===== src/rtl/rs_mem_arbiter_if.sv =====
// Bus bundle between the CPU/DMA requesters, the memory arbiter and the memory block.
// The arbiter connects through the slave modport; the requesters and memory use master.
interface rs_mem_arbiter_if #(
  parameter int ADDR_W = 16,
  parameter int DATA_W = 8
);
  logic              cpu_req;
  logic              cpu_we;
  logic [ADDR_W-1:0] cpu_addr;
  logic [DATA_W-1:0] cpu_wdata;
  logic [DATA_W-1:0] cpu_rdata;
  logic              cpu_ack;

  logic              dma_req;
  logic              dma_we;
  logic [ADDR_W-1:0] dma_addr;
  logic [DATA_W-1:0] dma_wdata;
  logic [DATA_W-1:0] dma_rdata;
  logic              dma_ack;

  logic              mem_en;
  logic              mem_we;
  logic [ADDR_W-1:0] mem_addr;
  logic [DATA_W-1:0] mem_wdata;
  logic [DATA_W-1:0] mem_rdata;

  logic              gnt_cpu;
  logic              gnt_dma;

  modport slave (
    input  cpu_req, cpu_we, cpu_addr, cpu_wdata,
    input  dma_req, dma_we, dma_addr, dma_wdata,
    input  mem_rdata,
    output cpu_rdata, cpu_ack, dma_rdata, dma_ack,
    output mem_en, mem_we, mem_addr, mem_wdata,
    output gnt_cpu, gnt_dma
  );

  modport master (
    output cpu_req, cpu_we, cpu_addr, cpu_wdata,
    output dma_req, dma_we, dma_addr, dma_wdata,
    output mem_rdata,
    input  cpu_rdata, cpu_ack, dma_rdata, dma_ack,
    input  mem_en, mem_we, mem_addr, mem_wdata,
    input  gnt_cpu, gnt_dma
  );
endinterface


===== src/rtl/rs_mem_arbiter.sv =====
// Single-port memory arbiter between CPU and DMA: fixed 4-phase access
// (decide, issue, capture, acknowledge), CPU priority with a DMA starvation guard.
module rs_mem_arbiter #(
  parameter int ADDR_W   = 16,
  parameter int DATA_W   = 8,
  parameter int MAX_WAIT = 3
) (
  input  logic               CLK,
  input  logic               CLEAR,
  rs_mem_arbiter_if.slave    bus
);

  localparam logic [3:0] MAX_WAIT_C = 4'(MAX_WAIT);

  typedef enum logic [1:0] {
    IDLE  = 2'd0,
    ISSUE = 2'd1,
    CAPT  = 2'd2,
    ACK   = 2'd3
  } state_t;

  state_t            state_q, state_d;
  logic              owner_dma_q, owner_dma_d;
  logic [3:0]        starve_q, starve_d;
  logic              load;
  logic              dma_win;

  logic              we_q;
  logic [ADDR_W-1:0] addr_q;
  logic [DATA_W-1:0] wdata_q;
  logic [DATA_W-1:0] cpu_rdata_q;
  logic [DATA_W-1:0] dma_rdata_q;

  function automatic logic [3:0] sat_inc(input logic [3:0] v);
    return (v >= MAX_WAIT_C) ? MAX_WAIT_C : v + 4'd1;
  endfunction

  assign dma_win = bus.dma_req && (!bus.cpu_req || starve_q == MAX_WAIT_C);

  always_comb begin
    state_d     = state_q;
    owner_dma_d = owner_dma_q;
    starve_d    = starve_q;
    load        = 1'b0;
    unique case (state_q)
      IDLE: begin
        if (!bus.dma_req) starve_d = 4'd0;
        if (dma_win) begin
          owner_dma_d = 1'b1;
          starve_d    = 4'd0;
          load        = 1'b1;
          state_d     = ISSUE;
        end else if (bus.cpu_req) begin
          owner_dma_d = 1'b0;
          if (bus.dma_req) starve_d = sat_inc(starve_q);
          load        = 1'b1;
          state_d     = ISSUE;
        end
      end
      ISSUE:   state_d = CAPT;
      CAPT:    state_d = ACK;
      ACK:     state_d = IDLE;
      default: state_d = IDLE;
    endcase
  end

  // Decision edge: the winner's request fields are captured once and held
  // through the access, so later changes on the requester side cannot leak in.
  always_ff @(posedge CLK or posedge CLEAR) begin
    if (CLEAR) begin
      state_q     <= IDLE;
      owner_dma_q <= 1'b0;
      starve_q    <= 4'd0;
      we_q        <= 1'b0;
      addr_q      <= '0;
      wdata_q     <= '0;
      cpu_rdata_q <= '0;
      dma_rdata_q <= '0;
    end else begin
      state_q     <= state_d;
      owner_dma_q <= owner_dma_d;
      starve_q    <= starve_d;
      if (load) begin
        we_q    <= dma_win ? bus.dma_we    : bus.cpu_we;
        addr_q  <= dma_win ? bus.dma_addr  : bus.cpu_addr;
        wdata_q <= dma_win ? bus.dma_wdata : bus.cpu_wdata;
      end
      // Capture stage: synchronous-read data arrives one cycle after the strobe.
      if (state_q == CAPT && !we_q) begin
        if (owner_dma_q) dma_rdata_q <= bus.mem_rdata;
        else             cpu_rdata_q <= bus.mem_rdata;
      end
    end
  end

  assign bus.mem_en    = (state_q == ISSUE);
  assign bus.mem_we    = (state_q == ISSUE) && we_q;
  assign bus.mem_addr  = addr_q;
  assign bus.mem_wdata = wdata_q;

  assign bus.gnt_cpu   = (state_q != IDLE) && !owner_dma_q;
  assign bus.gnt_dma   = (state_q != IDLE) &&  owner_dma_q;
  assign bus.cpu_ack   = (state_q == ACK)  && !owner_dma_q;
  assign bus.dma_ack   = (state_q == ACK)  &&  owner_dma_q;

  assign bus.cpu_rdata = cpu_rdata_q;
  assign bus.dma_rdata = dma_rdata_q;

endmodule


===== src/flat_wrapper.sv =====
// flat-port wrapper written by rule: the top's interface ports become plain ports
module rs_mem_arbiter_flat 
#(
  parameter int ADDR_W   = 16,
  parameter int DATA_W   = 8,
  parameter int MAX_WAIT = 3
)
  (CLK, CLEAR, bus_cpu_req, bus_cpu_we, bus_cpu_addr, bus_cpu_wdata, bus_dma_req, bus_dma_we, bus_dma_addr, bus_dma_wdata, bus_mem_rdata, bus_cpu_rdata, bus_cpu_ack, bus_dma_rdata, bus_dma_ack, bus_mem_en, bus_mem_we, bus_mem_addr, bus_mem_wdata, bus_gnt_cpu, bus_gnt_dma);
  rs_mem_arbiter_if #(.ADDR_W(ADDR_W), .DATA_W(DATA_W)) bus_i ();
  input  logic CLK;
  input  logic CLEAR;
  input wire logic [$bits(bus_i.cpu_req)-1:0] bus_cpu_req;
  input wire logic [$bits(bus_i.cpu_we)-1:0] bus_cpu_we;
  input wire logic [$bits(bus_i.cpu_addr)-1:0] bus_cpu_addr;
  input wire logic [$bits(bus_i.cpu_wdata)-1:0] bus_cpu_wdata;
  input wire logic [$bits(bus_i.dma_req)-1:0] bus_dma_req;
  input wire logic [$bits(bus_i.dma_we)-1:0] bus_dma_we;
  input wire logic [$bits(bus_i.dma_addr)-1:0] bus_dma_addr;
  input wire logic [$bits(bus_i.dma_wdata)-1:0] bus_dma_wdata;
  input wire logic [$bits(bus_i.mem_rdata)-1:0] bus_mem_rdata;
  output wire logic [$bits(bus_i.cpu_rdata)-1:0] bus_cpu_rdata;
  output wire logic [$bits(bus_i.cpu_ack)-1:0] bus_cpu_ack;
  output wire logic [$bits(bus_i.dma_rdata)-1:0] bus_dma_rdata;
  output wire logic [$bits(bus_i.dma_ack)-1:0] bus_dma_ack;
  output wire logic [$bits(bus_i.mem_en)-1:0] bus_mem_en;
  output wire logic [$bits(bus_i.mem_we)-1:0] bus_mem_we;
  output wire logic [$bits(bus_i.mem_addr)-1:0] bus_mem_addr;
  output wire logic [$bits(bus_i.mem_wdata)-1:0] bus_mem_wdata;
  output wire logic [$bits(bus_i.gnt_cpu)-1:0] bus_gnt_cpu;
  output wire logic [$bits(bus_i.gnt_dma)-1:0] bus_gnt_dma;
  assign bus_i.cpu_req = bus_cpu_req;
  assign bus_i.cpu_we = bus_cpu_we;
  assign bus_i.cpu_addr = bus_cpu_addr;
  assign bus_i.cpu_wdata = bus_cpu_wdata;
  assign bus_i.dma_req = bus_dma_req;
  assign bus_i.dma_we = bus_dma_we;
  assign bus_i.dma_addr = bus_dma_addr;
  assign bus_i.dma_wdata = bus_dma_wdata;
  assign bus_i.mem_rdata = bus_mem_rdata;
  assign bus_cpu_rdata = bus_i.cpu_rdata;
  assign bus_cpu_ack = bus_i.cpu_ack;
  assign bus_dma_rdata = bus_i.dma_rdata;
  assign bus_dma_ack = bus_i.dma_ack;
  assign bus_mem_en = bus_i.mem_en;
  assign bus_mem_we = bus_i.mem_we;
  assign bus_mem_addr = bus_i.mem_addr;
  assign bus_mem_wdata = bus_i.mem_wdata;
  assign bus_gnt_cpu = bus_i.gnt_cpu;
  assign bus_gnt_dma = bus_i.gnt_dma;
  rs_mem_arbiter #(.ADDR_W(ADDR_W), .DATA_W(DATA_W), .MAX_WAIT(MAX_WAIT)) u_core (.CLK(CLK), .CLEAR(CLEAR), .bus(bus_i));
endmodule

===== config.mk =====
export PLATFORM = sky130hd
export DESIGN_NAME = rs_mem_arbiter_flat
export DESIGN_NICKNAME = d
export VERILOG_FILES = /design/src/rtl/rs_mem_arbiter_if.sv /design/src/rtl/rs_mem_arbiter.sv /design/src/flat_wrapper.sv
export SDC_FILE = /design/constraint.sdc
export NUM_CORES = 1
export LEC_CHECK = 0
export ABC_AREA = 1
export BUFFER_PORTS_ARGS = -buffer_cell sky130_fd_sc_hd__buf_4
export CAP_MARGIN = 20
export CORE_ASPECT_RATIO = 1.75
export CORE_MARGIN = 1.5
export CORE_UTILIZATION = 51
export DETAILED_ROUTE_END_ITERATION = 10
export MAX_ROUTING_LAYER = met4
export PLACE_DENSITY = 0.92
export SYNTH_ARGS = -nofsm -noshare
export SYNTH_HDL_FRONTEND = slang
export SYNTH_SLANG_ARGS = --single-unit

===== constraint.sdc =====
create_clock -name CLK -period 2.34 [get_ports CLK]
set_input_delay 0.351 -clock CLK [delete_from_list [all_inputs] [get_ports CLK]]
set_output_delay 0.351 -clock CLK [all_outputs]
set_load 0.02 [all_outputs]

==> Flow_metrics.wiki <==
{| class="wikitable"
! Metric !! Value
|-
| Status || finished clean
|-
| Max Clock Skew || a little under 7 ps
|-
| Post-synth design cell area || approximately 2500 µm²
|-
| ANT nets after route || 0
|-
| Max-slew violation count || 0
|-
| CP Data Arrival Time || about 2200 ps
|-
| Worst-case hold slack || 274 ps
|-
| Antenna violations before repair || 0
|-
| Floorplan core area || ~4700 µm²
|-
| Num rows || 33
|-
| Placer Congestion || about 0.84
|-
| Post-route DRC violation count || 0
|-
| Average wire length per cell after detail routing || ~12 µm
|-
| Vias after detailed routing || roughly 2400
|-
| Initial Util || a little over half
|-
| Max clock buf depth || 2
|-
| Number of H-tree levels || 2
|-
| Worst-case setup margin in the final layout || approximately 430 ps
|-
| Setup repair after global routing missed its margin || false
|-
| Power density of the placed cells || 1240 nW/µm²
|-
| Crit start category || register
|-
| Distinct cells, synth || 18
|-
| Number of nets in the finished design || 496
|-
| Detailed-route vias per instance || just under 5
|-
| Max-cap violations || 0
|-
| Final Cell Area || 3360 µm²
|-
| Maximum operating frequency || between 0.5 and 0.6 GHz
|-
| Root buf cell || clkbuf_8
|-
| Max FO, Critical Path || 28
|-
| Die outline area || 5320 µm²
|-
| Final hold vios || 0
|-
| Critical path depth || 6
|-
| Critical path cell sequence || inv_1, ha_1, o21ai_4, inv_2, nand3_1, nand2_1
|-
| Sequential element share of the synthesized area || 48.3%
|-
| Resized Gates After CTS || 0
|-
| Number of buffers added to fix hold violations after cts || 0
|-
| Classification of the worst-slack hold path || input pin to async pin
|-
| Gate count after technology mapping || 329
|-
| Detailed placement HPWL || between 4 and 5 mm
|-
| GRT Util Overall || about 24%
|-
| Final setup vio count || 0
|-
| Post-synth net total || a little under 400
|-
| IR drop worst, VDD || roughly 0.82 mV
|-
| Top Ports || 108
|-
| Required time worst endpoint || roughly 2600 ps
|-
| Transition at the pin with the smallest max-transition slack || roughly 960 ps
|-
| Register-to-register path setup slack || ~430 ps
|-
| Time the final worst path needs with I/O delays and setup || roughly 1900 ps
|-
| Placed instance count || 474
|-
| Lkg Pwr || a little over 2 nW
|-
| Endpoint of the worst register-to-register path || u_core.bus.mem_wdata[5]
|-
| Fraction of final layout cells with drive strength greater than 1 || 28.4%
|-
| End-of-flow core utilization || 72.1%
|-
| Clock slew at reported path FFs || 90 ps
|-
| Sink count of the clock tree || 48
|-
| Source of the worst register-to-register timing path || u_core.state_q[0]
|-
| CP startpoint || u_core.state_q[0]
|-
| First-pass GRT wire length || around 10 mm
|-
| Area growth from synthesis to layout || 35.3%
|-
| Crit path buf inv count || 2
|-
| Y dimension of the die || roughly 95 µm
|-
| Global route overflow || 0
|-
| YS warnings || 0
|-
| Floorplan die width || ~56 µm
|-
| Largest net degree at the start of global routing || 49
|-
| Antenna diodes || 0
|-
| TritonCTS buffer count || 5
|-
| Source-to-sink clock delay at the later pin of the worst-skew pair || 300 ps
|-
| Non-Filler Instances || a little under 500
|-
| Endpoint of the most critical setup path || u_core.bus.mem_wdata[5]
|-
| Worst relative slew slack || between 30 and 40%
|-
| Total power || ~4.2 mW
|-
| CP top delay family || buffers and inverters
|-
| Via count of the first global-routing pass || between 2000 and 2500
|-
| Endpoint kind of the worst setup timing path || register
|-
| Sum of routed wire length over all layers || 5.87 mm
|-
| Path type of the worst setup path || register to register
|-
| Count of TritonRoute iterations in the first routing pass || 4
|-
| Placed cell areas || roughly 3300 µm²
|-
| Worst R2R Path Depth || 6
|-
| Max stage delay on crit path || about 420 ps
|-
| Number of post-CTS setup repair buffers || 0
|-
| Place WS || 356 ps
|-
| Synthesized area divided by synthesized cell count || between 7 and 8 µm²
|-
| Crit path max-delay cell type || inv_2
|-
| CTS tree || done
|-
| Post-Route Setup TNS || 0 ps
|-
| Portion of the clock cycle consumed by the worst path in the final layout || approximately 80%
|-
| Starting DRC count in detailed routing || 119
|-
| Count of state elements after synthesis || 48
|-
| Buffers on Ports || 107
|}
[flip-flops by register name (all words and copies together), names as in the netlist]
name and flops:
u_core.owner_dma_q 1, u_core.starve_q 4, u_core.we_q 1, u_core.state_q 2, u_core.bus.dma_rdata 8, u_core.bus.mem_addr 16, u_core.bus.cpu_rdata 8, u_core.bus.mem_wdata 8
[cell usage after synthesis]
cell | count | share of area, %
o21ai_1 | 1 | 0.20
nand4_1 | 1 | 0.25
nand2_1 | 98 | 15
nand2_4 | 2 | 0.91
inv_1 | 73 | 11
nor2_1 | 9 | 1.4
dfrtp_1 | 48 | 48
buf_2 | 7 | 1.4
nand3_1 | 52 | 10
buf_4 | 3 | 0.91
a31oi_1 | 1 | 0.25
o21ai_0 | 21 | 4.2
ha_1 | 5 | 2.5
nand2_2 | 1 | 0.25
inv_2 | 1 | 0.15
o21ai_4 | 1 | 0.65
buf_6 | 4 | 1.8
nor2_4 | 1 | 0.45
[worst min-delay path by stage]
stage | start | slack (ps) | end
after global placement | u_core.bus.mem_addr[14] | 460 | u_core.bus.mem_addr[14]
after floorplan | u_core.we_q | 470 | u_core.we_q
final | CLEAR | 270 | u_core.bus.cpu_rdata[0]
after detailed placement | u_core.bus.mem_wdata[1] | 470 | u_core.bus.mem_wdata[1]
after CTS | CLEAR | 320 | u_core.bus.cpu_rdata[0]
after global routing | bus_mem_rdata[4] | 350 | u_core.bus.dma_rdata[4]
[cell usage in the layout (no fill, tap or decap)]
master,synthesis,layout
nand2_1,98,98
nand4_1,1,1
ha_1,5,5
o21ai_0,21,21
o21ai_1,1,1
nor2_4,1,1
nand2_4,2,2
bufinv_16,0,1
clkbuf_8,0,5
nor2_1,9,9
o21ai_4,1,1
dfrtp_1,48,48
nand3_1,52,52
nand2_2,1,1
a31oi_1,1,1
inv_2,1,2
inv_1,73,72
clkinvlp_4,0,1
clkinv_2,0,1
buf_4,3,107
[power breakdown]
group          switching, mW  internal (mW)  total (mW)
logic                   1.27          0.857        2.12
registers              0.238           1.23        1.47
clock network          0.269          0.316       0.586
[worst reg2reg max path: cells and delay by family (launching register included)]
family          cells  cell delay (ps)
compound gates      1              300
flops               1              410
simple gates        2              230
fa+ha+maj           1              390
buf+inv             2              530
[area by class of cell]
| cell class | count | area [µm²] |
|---|---|---|
| Inverter | 74 | 278 |
| Tap cell | 52 | 65.1 |
| Fill cell | 405 | 1300 |
| Timing Repair Buffer | 107 | 803 |
| Clock buffer | 5 | 68.8 |
| Sequential cell | 48 | 1200 |
| Multi-Input combinational cell | 193 | 903 |
| Clock inverter | 3 | 42.5 |
[metal layers]
layer | share of wire (%) | vias to the layer above | routed length, µm | track usage (%)
met1 | 39 | 1056 | 2270 | 25.6
met4 | 2.0 | 0 | 119 | 11.0
met3 | 6.0 | 14 | 351 | 3.12
met2 | 53 | 109 | 3130 | 44.5
met5 | 0 | - | 0 | -
li1 | - | 1184 | - | -
[kinds of logic after synthesis]
family	after synthesis	share of synthesized area, %
AO/OA/AOI/OAI	24	5.34
AND/OR/NAND/NOR	164	28.5
adder cells (fa/ha/maj)	5	2.52
buffers and inverters	88	15.3
flip-flops	48	48.3
No activity file was read; power rests on OpenSTA's default activity.
